==> config.mk <==
export PLATFORM = sky130hd
export DESIGN_NAME = axi_ar_arbiter
export DESIGN_NICKNAME = d
export VERILOG_FILES = /design/src/rtl/axi_ar_arbiter_pkg.sv /design/src/rtl/axi_ar_arbiter_rr_arbiter.sv /design/src/rtl/axi_ar_arbiter.sv
export SDC_FILE = /design/constraint.sdc
export NUM_CORES = 1
export LEC_CHECK = 0
export CORE_AREA = 2 2 166 168
export CTS_BUF_LIST = sky130_fd_sc_hd__clkbuf_16
export DETAILED_ROUTE_END_ITERATION = 12
export DIE_AREA = 0 0 168 170
export DONT_BUFFER_PORTS = 1
export GPL_ROUTABILITY_DRIVEN = 0
export PLACE_DENSITY = 0.35
export SETUP_SLACK_MARGIN = 0.1
export SLEW_MARGIN = 20
export SYNTH_ARGS = -nofsm -noshare
export SYNTH_HDL_FRONTEND = slang
export SYNTH_HIERARCHICAL = 1
export SYNTH_SLANG_ARGS = --single-unit
==> constraint.sdc <==
create_clock -name clk -period 3.95 [get_ports clk]
set_clock_uncertainty 0.1 [all_clocks]
set_input_delay 0.9875 -clock clk [delete_from_list [all_inputs] [get_ports clk]]
set_output_delay 0.9875 -clock clk [all_outputs]
set_load 0.005 [all_outputs]
==> src/rtl/axi_ar_arbiter_pkg.sv <==
// Shared types and width helpers for the AXI AR arbiter slice.
// Holds the output-stage state encoding and the common AR payload record.
package axi_ar_arbiter_pkg;

  localparam int DEF_NUM_MASTERS = 4;
  localparam int DEF_ID_WIDTH    = 4;
  localparam int DEF_ADDR_WIDTH  = 32;
  localparam int DEF_LEN_WIDTH   = 8;
  localparam int DEF_SIZE_WIDTH  = 3;
  localparam int DEF_BURST_WIDTH = 2;
  localparam int DEF_QOS_WIDTH   = 4;

  function automatic int idx_w(input int num_masters);
    return $clog2(num_masters);
  endfunction

  function automatic int out_id_w(input int num_masters, input int id_width);
    return idx_w(num_masters) + id_width;
  endfunction

  localparam int DEF_OUT_ID_W = out_id_w(DEF_NUM_MASTERS, DEF_ID_WIDTH);

  // Payload as seen on the ROB side: id already carries the master index.
  typedef struct packed {
    logic [DEF_OUT_ID_W-1:0]    id;
    logic [DEF_ADDR_WIDTH-1:0]  addr;
    logic [DEF_LEN_WIDTH-1:0]   len;
    logic [DEF_SIZE_WIDTH-1:0]  size;
    logic [DEF_BURST_WIDTH-1:0] burst;
    logic [DEF_QOS_WIDTH-1:0]   qos;
  } ar_payload_t;

  typedef enum logic {
    ST_EMPTY = 1'b0,
    ST_FULL  = 1'b1
  } out_state_e;

endpackage

==> src/rtl/axi_ar_arbiter_rr_arbiter.sv <==
// Round-robin selector: first requester at or above ptr wins, wrapping.
// Grant is one-hot; valid is high whenever any request is present.
module rr_arbiter #(
  parameter int N     = 4,
  parameter int IDX_W = 2
) (
  input  logic [N-1:0]     req,
  input  logic [IDX_W-1:0] ptr,
  output logic [N-1:0]     grant,
  output logic             valid
);

  logic             found;
  logic [IDX_W-1:0] idx;

  // N is a power of two, so ptr + k wraps modulo N for free.
  always_comb begin
    grant = '0;
    found = 1'b0;
    idx   = '0;
    for (int k = 0; k < N; k++) begin
      idx = ptr + IDX_W'(k);
      if (!found && req[idx]) begin
        grant[idx] = 1'b1;
        found      = 1'b1;
      end
    end
  end

  assign valid = found;

endmodule

==> src/rtl/axi_ar_arbiter.sv <==
// Credit-limited round-robin AR arbiter in front of a shared ROB ingress,
// with combinational R routing back to the requesting master.
module axi_ar_arbiter
  import axi_ar_arbiter_pkg::*;
#(
  parameter int NUM_MASTERS = DEF_NUM_MASTERS,
  parameter int ID_WIDTH    = DEF_ID_WIDTH,
  parameter int ADDR_WIDTH  = DEF_ADDR_WIDTH,
  parameter int LEN_WIDTH   = DEF_LEN_WIDTH,
  parameter int SIZE_WIDTH  = DEF_SIZE_WIDTH,
  parameter int BURST_WIDTH = DEF_BURST_WIDTH,
  parameter int QOS_WIDTH   = DEF_QOS_WIDTH,
  parameter int MAX_CREDITS = 4,
  localparam int IDX_W      = idx_w(NUM_MASTERS),
  localparam int OUT_ID_W   = out_id_w(NUM_MASTERS, ID_WIDTH)
) (
  input  logic                              clk,
  input  logic                              rst,

  input  logic [NUM_MASTERS-1:0]             m_ar_valid,
  output logic [NUM_MASTERS-1:0]             m_ar_ready,
  input  logic [NUM_MASTERS*ID_WIDTH-1:0]    m_ar_id,
  input  logic [NUM_MASTERS*ADDR_WIDTH-1:0]  m_ar_addr,
  input  logic [NUM_MASTERS*LEN_WIDTH-1:0]   m_ar_len,
  input  logic [NUM_MASTERS*SIZE_WIDTH-1:0]  m_ar_size,
  input  logic [NUM_MASTERS*BURST_WIDTH-1:0] m_ar_burst,
  input  logic [NUM_MASTERS*QOS_WIDTH-1:0]   m_ar_qos,

  output logic                              s_ar_valid,
  input  logic                              s_ar_ready,
  output logic [OUT_ID_W-1:0]               s_ar_id,
  output logic [ADDR_WIDTH-1:0]             s_ar_addr,
  output logic [LEN_WIDTH-1:0]              s_ar_len,
  output logic [SIZE_WIDTH-1:0]             s_ar_size,
  output logic [BURST_WIDTH-1:0]            s_ar_burst,
  output logic [QOS_WIDTH-1:0]              s_ar_qos,

  input  logic                              s_r_valid,
  output logic                              s_r_ready,
  input  logic [OUT_ID_W-1:0]               s_r_id,
  input  logic [63:0]                       s_r_data,
  input  logic [1:0]                        s_r_resp,
  input  logic                              s_r_last,

  output logic [NUM_MASTERS-1:0]             m_r_valid,
  input  logic [NUM_MASTERS-1:0]             m_r_ready,
  output logic [ID_WIDTH-1:0]               m_r_id,
  output logic [63:0]                       m_r_data,
  output logic [1:0]                        m_r_resp,
  output logic                              m_r_last,

  output logic                              credit_err
);

  localparam int CRED_W = $clog2(MAX_CREDITS + 1);
  localparam logic [CRED_W-1:0] CRED_MAX = CRED_W'(MAX_CREDITS);

  out_state_e       state_reg, state_next;
  ar_payload_t      ar_reg, ar_next;
  logic [IDX_W-1:0] rr_ptr_reg;
  logic [CRED_W-1:0] credit_reg [NUM_MASTERS];
  logic             credit_err_reg;

  logic [NUM_MASTERS-1:0] eligible;
  logic [NUM_MASTERS-1:0] grant;
  logic [NUM_MASTERS-1:0] cred_dec;
  logic [NUM_MASTERS-1:0] cred_inc;
  logic [NUM_MASTERS-1:0] cred_ovf;
  logic                   arb_valid;
  logic                   accept_allowed;
  logic                   accept;
  logic [IDX_W-1:0]       win_idx;
  logic [IDX_W-1:0]       r_idx;
  logic                   r_done;

  assign r_idx  = s_r_id[OUT_ID_W-1 -: IDX_W];
  assign r_done = s_r_valid && s_r_ready && s_r_last;

  genvar gi;
  generate
    for (gi = 0; gi < NUM_MASTERS; gi++) begin : g_master
      assign eligible[gi]  = m_ar_valid[gi] && (credit_reg[gi] != '0);
      assign cred_dec[gi]  = accept && grant[gi];
      assign cred_inc[gi]  = r_done && (r_idx == IDX_W'(gi));
      assign cred_ovf[gi]  = cred_inc[gi] && !cred_dec[gi] && (credit_reg[gi] == CRED_MAX);
      assign m_ar_ready[gi] = accept_allowed && grant[gi];
      assign m_r_valid[gi]  = s_r_valid && (r_idx == IDX_W'(gi));
    end
  endgenerate

  rr_arbiter #(
    .N     (NUM_MASTERS),
    .IDX_W (IDX_W)
  ) u_rr_arbiter (
    .req   (eligible),
    .ptr   (rr_ptr_reg),
    .grant (grant),
    .valid (arb_valid)
  );

  always_comb begin
    win_idx = '0;
    for (int i = 0; i < NUM_MASTERS; i++) begin
      if (grant[i]) win_idx = win_idx | IDX_W'(i);
    end
  end

  // Output stage: accept when empty, or when the held AR leaves this cycle.
  always_comb begin
    state_next     = state_reg;
    accept_allowed = 1'b0;
    case (state_reg)
      ST_EMPTY: accept_allowed = rst;
      ST_FULL:  accept_allowed = rst && s_ar_ready;
      default:  accept_allowed = 1'b0;
    endcase
    accept = accept_allowed && arb_valid;
    if (accept) begin
      state_next = ST_FULL;
    end else if (state_reg == ST_FULL && s_ar_ready) begin
      state_next = ST_EMPTY;
    end
  end

  always_comb begin
    ar_next       = '0;
    ar_next.id    = {win_idx, m_ar_id[win_idx*ID_WIDTH +: ID_WIDTH]};
    ar_next.addr  = m_ar_addr[win_idx*ADDR_WIDTH +: ADDR_WIDTH];
    ar_next.len   = m_ar_len[win_idx*LEN_WIDTH +: LEN_WIDTH];
    ar_next.size  = m_ar_size[win_idx*SIZE_WIDTH +: SIZE_WIDTH];
    ar_next.burst = m_ar_burst[win_idx*BURST_WIDTH +: BURST_WIDTH];
    ar_next.qos   = m_ar_qos[win_idx*QOS_WIDTH +: QOS_WIDTH];
  end

  always_ff @(posedge clk) begin
    if (!rst) begin
      state_reg  <= ST_EMPTY;
      ar_reg     <= '0;
      rr_ptr_reg <= '0;
    end else begin
      state_reg <= state_next;
      if (accept) begin
        ar_reg     <= ar_next;
        rr_ptr_reg <= win_idx + IDX_W'(1);
      end
    end
  end

  // A return and an issue on the same master cancel; overflow saturates.
  always_ff @(posedge clk) begin
    if (!rst) begin
      for (int i = 0; i < NUM_MASTERS; i++) credit_reg[i] <= CRED_MAX;
      credit_err_reg <= 1'b0;
    end else begin
      for (int i = 0; i < NUM_MASTERS; i++) begin
        if (cred_inc[i] && !cred_dec[i]) begin
          if (credit_reg[i] != CRED_MAX) credit_reg[i] <= credit_reg[i] + CRED_W'(1);
        end else if (cred_dec[i] && !cred_inc[i]) begin
          credit_reg[i] <= credit_reg[i] - CRED_W'(1);
        end
      end
      if (|cred_ovf) credit_err_reg <= 1'b1;
    end
  end

  assign s_ar_valid = (state_reg == ST_FULL);
  assign s_ar_id    = ar_reg.id;
  assign s_ar_addr  = ar_reg.addr;
  assign s_ar_len   = ar_reg.len;
  assign s_ar_size  = ar_reg.size;
  assign s_ar_burst = ar_reg.burst;
  assign s_ar_qos   = ar_reg.qos;

  assign s_r_ready  = m_r_ready[r_idx];
  assign m_r_id     = s_r_id[ID_WIDTH-1:0];
  assign m_r_data   = s_r_data;
  assign m_r_resp   = s_r_resp;
  assign m_r_last   = s_r_last;

  assign credit_err = credit_err_reg;

endmodule

After elaboration in Yosys (flattened, before gate mapping)
Memories as Yosys holds them, arrays and structs flattened.
Index checks and enable logic that the tools add are counted.
Storage, ports and cells
  bits in read-only memories: 0
  bits in writable memories: 12
  memories: 1
  register bits after elaboration: 59
  input bits: 297
  logic and storage cells: 196
  latch bits: 0
Memories
  credit_reg: words 4, width 3, rd ports 4, clocked after memory_dff 0, wr ports 4, line axi_ar_arbiter.sv:61  | logic [CRED_W-1:0] credit_reg [NUM_MASTERS];
Cells by class
  shifts and indexed selects: 6
  divide/modulo/power cells: 0
  order comparisons: 9
  multipliers: 1
  add/subtract/negate cells: 12
  equality and inequality tests: 11
  multiplexer cells: 73
  bitwise logic cells: 12
  reductions and logical operators: 62
Operators with widths (number)
  $shiftx A128 B8 Y32: 1
  $mux W1: 49
  $logic_and A1 B1 Y1: 44
  $shiftx A16 B5 Y4: 2
  $shiftx A32 B6 Y8: 1
  $mux W3: 8
  $mux W4: 4
  $lt A2 B3 Y1 const B: 5
  $add A3 B1 Y3 const B: 4
  $eq A3 B3 Y1 const B: 4
  $ne A3 B3 Y1 const B: 4
  $or A4 B4 Y4: 3
  $reduce_bool A3 Y1: 4
  $shiftx A12 B5 Y3: 1
  $sub A3 B1 Y3 const B: 4
  $logic_not A1 Y1: 11
  $bmux W1 S2: 5
  $demux W1 S2: 4
  $ge A2 B1 Y1 const B: 4
  $or A1 B1 Y1: 8
  $shiftx A8 B4 Y2: 1
  $add A2 B1 Y2 const B: 2
  $add A2 B2 Y2 const B: 2
  $eq A2 B2 Y1 const B: 2
  8 further kinds: 9

Longest topological paths before layout
Gate-level depths: netlist of the first run.
  depth after elaboration: 23
  depth in mapped cells: 13
  gate-level depth less buffers: 12

Cells and area by module
Netlist of the first run, hierarchy kept.
By module, submodules not included
  axi_ar_arbiter: cells an instance 633, area each 5177.5 um^2, times used 1
  rr_arbiter: cells an instance 62, area each 494.2 um^2, times used 1

Worst setup path before layout of the first run
Ideal clock, no wire load.
  path kind: input -> output
  start: input m_ar_valid[3]
  end: output m_ar_ready[1]
  arrival: 3.019 ns
  path buffers: 3
  stages: 9
  setup slack: -0.157 ns
  data required time: 2.863 ns
  cells stage by stage: a21boi_0 > mux2i_1 > mux2_2 > a211oi_1 > o2bb2ai_1 > buf_4 > buf_2 > buf_2 > and3_1
Between the ends
  word-level cells in the longest chain between the ends: 14
  elaborated cells on any way between the ends: 26
Ends and longest elaborated chain
  start: declaration: line axi_ar_arbiter.sv:20  | input logic [NUM_MASTERS-1:0] m_ar_valid,
  $logic_and A1 B1 Y1 *: line axi_ar_arbiter.sv:82  | assign eligible[gi] = m_ar_valid[gi] && (credit_reg[gi] != '0);
  $bmux W1 S2: line axi_ar_arbiter_rr_arbiter.sv:23  | if (!found && req[idx]) begin
  $mux W1 (not written as such): line axi_ar_arbiter_rr_arbiter.sv:23
  $mux W1: line axi_ar_arbiter_rr_arbiter.sv:23
  $logic_not A1 Y1: line axi_ar_arbiter_rr_arbiter.sv:23
  $logic_and A1 B1 Y1: line axi_ar_arbiter_rr_arbiter.sv:23
  $mux W1: line axi_ar_arbiter_rr_arbiter.sv:23
  $logic_not A1 Y1: line axi_ar_arbiter_rr_arbiter.sv:23
  $logic_and A1 B1 Y1: line axi_ar_arbiter_rr_arbiter.sv:23
  $mux W1: line axi_ar_arbiter_rr_arbiter.sv:23
  $logic_not A1 Y1: line axi_ar_arbiter_rr_arbiter.sv:23
  $logic_and A1 B1 Y1: line axi_ar_arbiter_rr_arbiter.sv:23
  $mux W4 *: line axi_ar_arbiter_rr_arbiter.sv:23
  named net grant[1]: line axi_ar_arbiter.sv:65  | logic [NUM_MASTERS-1:0] grant;
  $logic_and A1 B1 Y1 *: line axi_ar_arbiter.sv:86  | assign m_ar_ready[gi] = accept_allowed && grant[gi];
  end: declaration: line axi_ar_arbiter.sv:21  | output logic [NUM_MASTERS-1:0] m_ar_ready,
The timed path passes the listed nets; every way through them passes the cells marked *. The select of a mux whose other input is x is not followed.

==> results of run 1 <==
-- Yosys cell counts, types with 5 or more instances --
| master | instances |
|---|---|
| a311oi_1 | 55 |
| nor3_1 | 6 |
| mux2i_1 | 7 |
| nand2_1 | 120 |
| buf_2 | 30 |
| edfxtp_1 | 12 |
| nor2_1 | 15 |
| buf_4 | 73 |
| nand3_1 | 10 |
| inv_1 | 16 |
| a31o_2 | 53 |
| clkbuf_1 | 29 |
| dfxtp_1 | 59 |
| a21oi_1 | 9 |
| o22ai_1 | 6 |
| ha_1 | 9 |
| nand2b_1 | 5 |
| a211oi_1 | 55 |
| nor2b_1 | 54 |
| mux2_2 | 5 |
-- cell type report --
type	count	share of cell area, %
clock buffers	9	3.79
clock inverters	6	1.07
inverters	17	1.07
multi-input cells	473	56.2
flip-flops and latches	71	25.9
well taps	341	7.18
repair buffers	26	4.76
-- where the power goes --
group          total, mW  switching [mW]  internal (mW)
combinational       2.54            1.51           1.03
clock              0.837           0.351          0.486
sequential          1.40           0.329           1.07
-- kinds of logic after synthesis --
logic type	share of synthesized area, %
adders and majority gates	3.04
buffers and inverters	15.6
and+or+nand+nor	20.9
muxes	3.02
AOI/OAI and AO/OA	29.6
DFF	27.2
xor gates and xnor gates	0.618
-- worst max-delay path by stage --
stage,endpoint,cells past startpoint
after floorplan,m_ar_ready[1],10
after global routing,m_ar_ready[1],7
final,m_ar_ready[1],7
after CTS,m_ar_ready[3],8
after global placement,s_ar_addr[2]$_SDFFE_PN0N_,12
after detailed placement,s_ar_addr[2]$_SDFFE_PN0N_,12
-- per-layer routing --
layer  track usage, %  part of all wire, %
met2             23.8                   52
met3             3.49                  6.9
met5                0                    0
met4             3.44                  1.3
met1             15.4                   40
-- worst max-delay path, stage by stage (launching register included) --
cell       delay, ns
edfxtp_1        0.43
o31a_1          0.38
buf_4           0.16
mux4_2          0.50
buf_4           0.16
a211oi_2        0.27
o2bb2ai_4       0.18
and3_1          0.25
-- timing repair --
item,CTS,global route
setup endpoints to repair,1,3
pin swaps,0,2
setup buffers,0,5
gates resized for setup,1,7
cloned,0,0
-- cell usage in the layout, fill, tap and decap left out, drive strengths merged, types with 4 or more instances in the layout --
master	n
a211oi	55
a21oi	9
a221oi	4
a311oi	55
a31o	55
and3	4
buf	26
clkbuf	9
dfxtp	59
edfxtp	12
ha	9
inv	18
mux2	5
mux2i	7
nand2	120
nand2b	5
nand3	12
nor2	16
nor2b	54
nor3	6
o22ai	6
o2bb2ai	4
xor2	4
-- through the flow --
step,cells,hold slack [ns],setup slack (ns),util (%)
floorplan,695,0.375,0.0963,-
global placement,923,0.407,0.0885,20.9
detailed placement,923,0.405,0.0474,20.9
CTS,938,0.421,0.121,22.0
global route,943,0.448,0.0868,22.3
finish,943,0.418,0.182,22.3
==> results.toml, run 1 <==
[logic_synthesis]
yosysWarningCount = 6
ys_seq_elements = 71
ys_seq_area_share_pct = 27.2
synthCells = 695
yosysTopAreaCell = "dfxtp_1"
netlist.area_leader.share_pct = 20.8
synthFlopType = "dfxtp_1"
synthArstFlopShare_pct = 0
synthTopCellsByArea = "dfxtp_1, buf_4, a311oi_1"
avgSynthCellArea_um2 = 8.16
syn-cell-area_mm2 = 0.00567
yosysUniqueCellTypes = 59
synth-edff-count = 12
syn_nets = 1004

[placed_design]
io_buffers = 0
dp_hpwl_um = 15000
dpl_cell_area_mm2 = 0.00558

[route]
avgViaCountPerCell = 5.26
drtIter0Drc = 213
post-route-drc-count = 0
wire_per_inst_um = 21.2
firstDrtPassIters = 4
routed_wl_um = 20000
drtAntennaViolNets = 0
num_vias = 4964

[worst_setup_path]
rrSetupSlack_ns = 0.26
crit_type = "flop to output port"
cp-end-kind = "output port"
cp-startpoint = "credit_reg[0][0]$_SDFFCE_PN0P_"
r2r_start = "credit_reg[0][0]$_SDFFCE_PN0P_"
reg2regPathDepth = 12
worst_r2r_endpoint = "s_ar_addr[2]$_SDFFE_PN0N_"
worstPathArrival_ns = 2.68
cp_max_fo = 8
start_kind = "flop"
required_ns = 2.86

[sta]
fin_setup_tns_ns = 0
setup_viol = 0
finalCritPeriodShare_pct = 95.4
tightest_slew_ns = 0.461
hold_violations = 0
finalMaxSlewViolations = 0
relSlewSlack_pct = 69.1
fmax_mhz = 265
post-route-min-period_ns = 3.77
rsz0062_at_grt = "yes"

[pwr]
finalPower_mw = 4.78
power.leakage_nw = 2.03
irDropWorstVdd_uv = 383
power_density_mw_per_mm2 = 804

[layout]
nets = 907
multi_input_area_mm2 = 0.00334
largest_reg_flops = 32
ff_latch_area_mm2 = 0.00154
fill_cells = 2873
drive_gt1_share_pct = 20.3
syn_to_final_growth_pct = 4.83
n_antenna_cell = 0
final_area_mm2 = 0.00595

[hold_path]
hp-class = "flop to flop"
hold_start = "s_ar_len[0]$_SDFFE_PN0N_"
hold_path_depth = 1
min_to = "s_ar_len[0]$_SDFFE_PN0N_"

[clock_tree]
clk_latency_ns = 0.34
cts-htree-levels = 3
cts.path.max_buffers = 2
cts_sinks = 71
clk_pin_slew_ns = 0.07
numCtsBuffers = 9
cts_tree = "yes"
hold_buffers = 0
root_buffer = "clkbuf_16"

[global_route]
grt_max_degree = 73
grt_antenna_before_repair = 0
overflow = 0
grt_pass1_wl_um = 29000
grt_use_total_pct = 13.2
grt_pass1_vias = 4868

[floorplanning]
start_util_pct = 21.3
io_pins = 434
die_w_um = 168
rows = 60
fp.coreArea_mm2 = 0.0267
die-area_mm2 = 0.0286
die_h_um = 170

[outcome]
status = "completed"

[job]
drv_cap = 0
Power figures use the tool's default switching activity.
==> inputs of run 2 (changes only) <==
--- a/config.mk
+++ b/config.mk
@@ -13,7 +13,7 @@
 export GPL_ROUTABILITY_DRIVEN = 0
 export PLACE_DENSITY = 0.35
 export SETUP_SLACK_MARGIN = 0.1
-export SLEW_MARGIN = 20
+export SLEW_MARGIN = 0
 export SYNTH_ARGS = -nofsm -noshare
 export SYNTH_HDL_FRONTEND = slang
 export SYNTH_HIERARCHICAL = 1
==> results of run 2 <==
The final DEF is identical to that of run 1; final timing and power are the same.
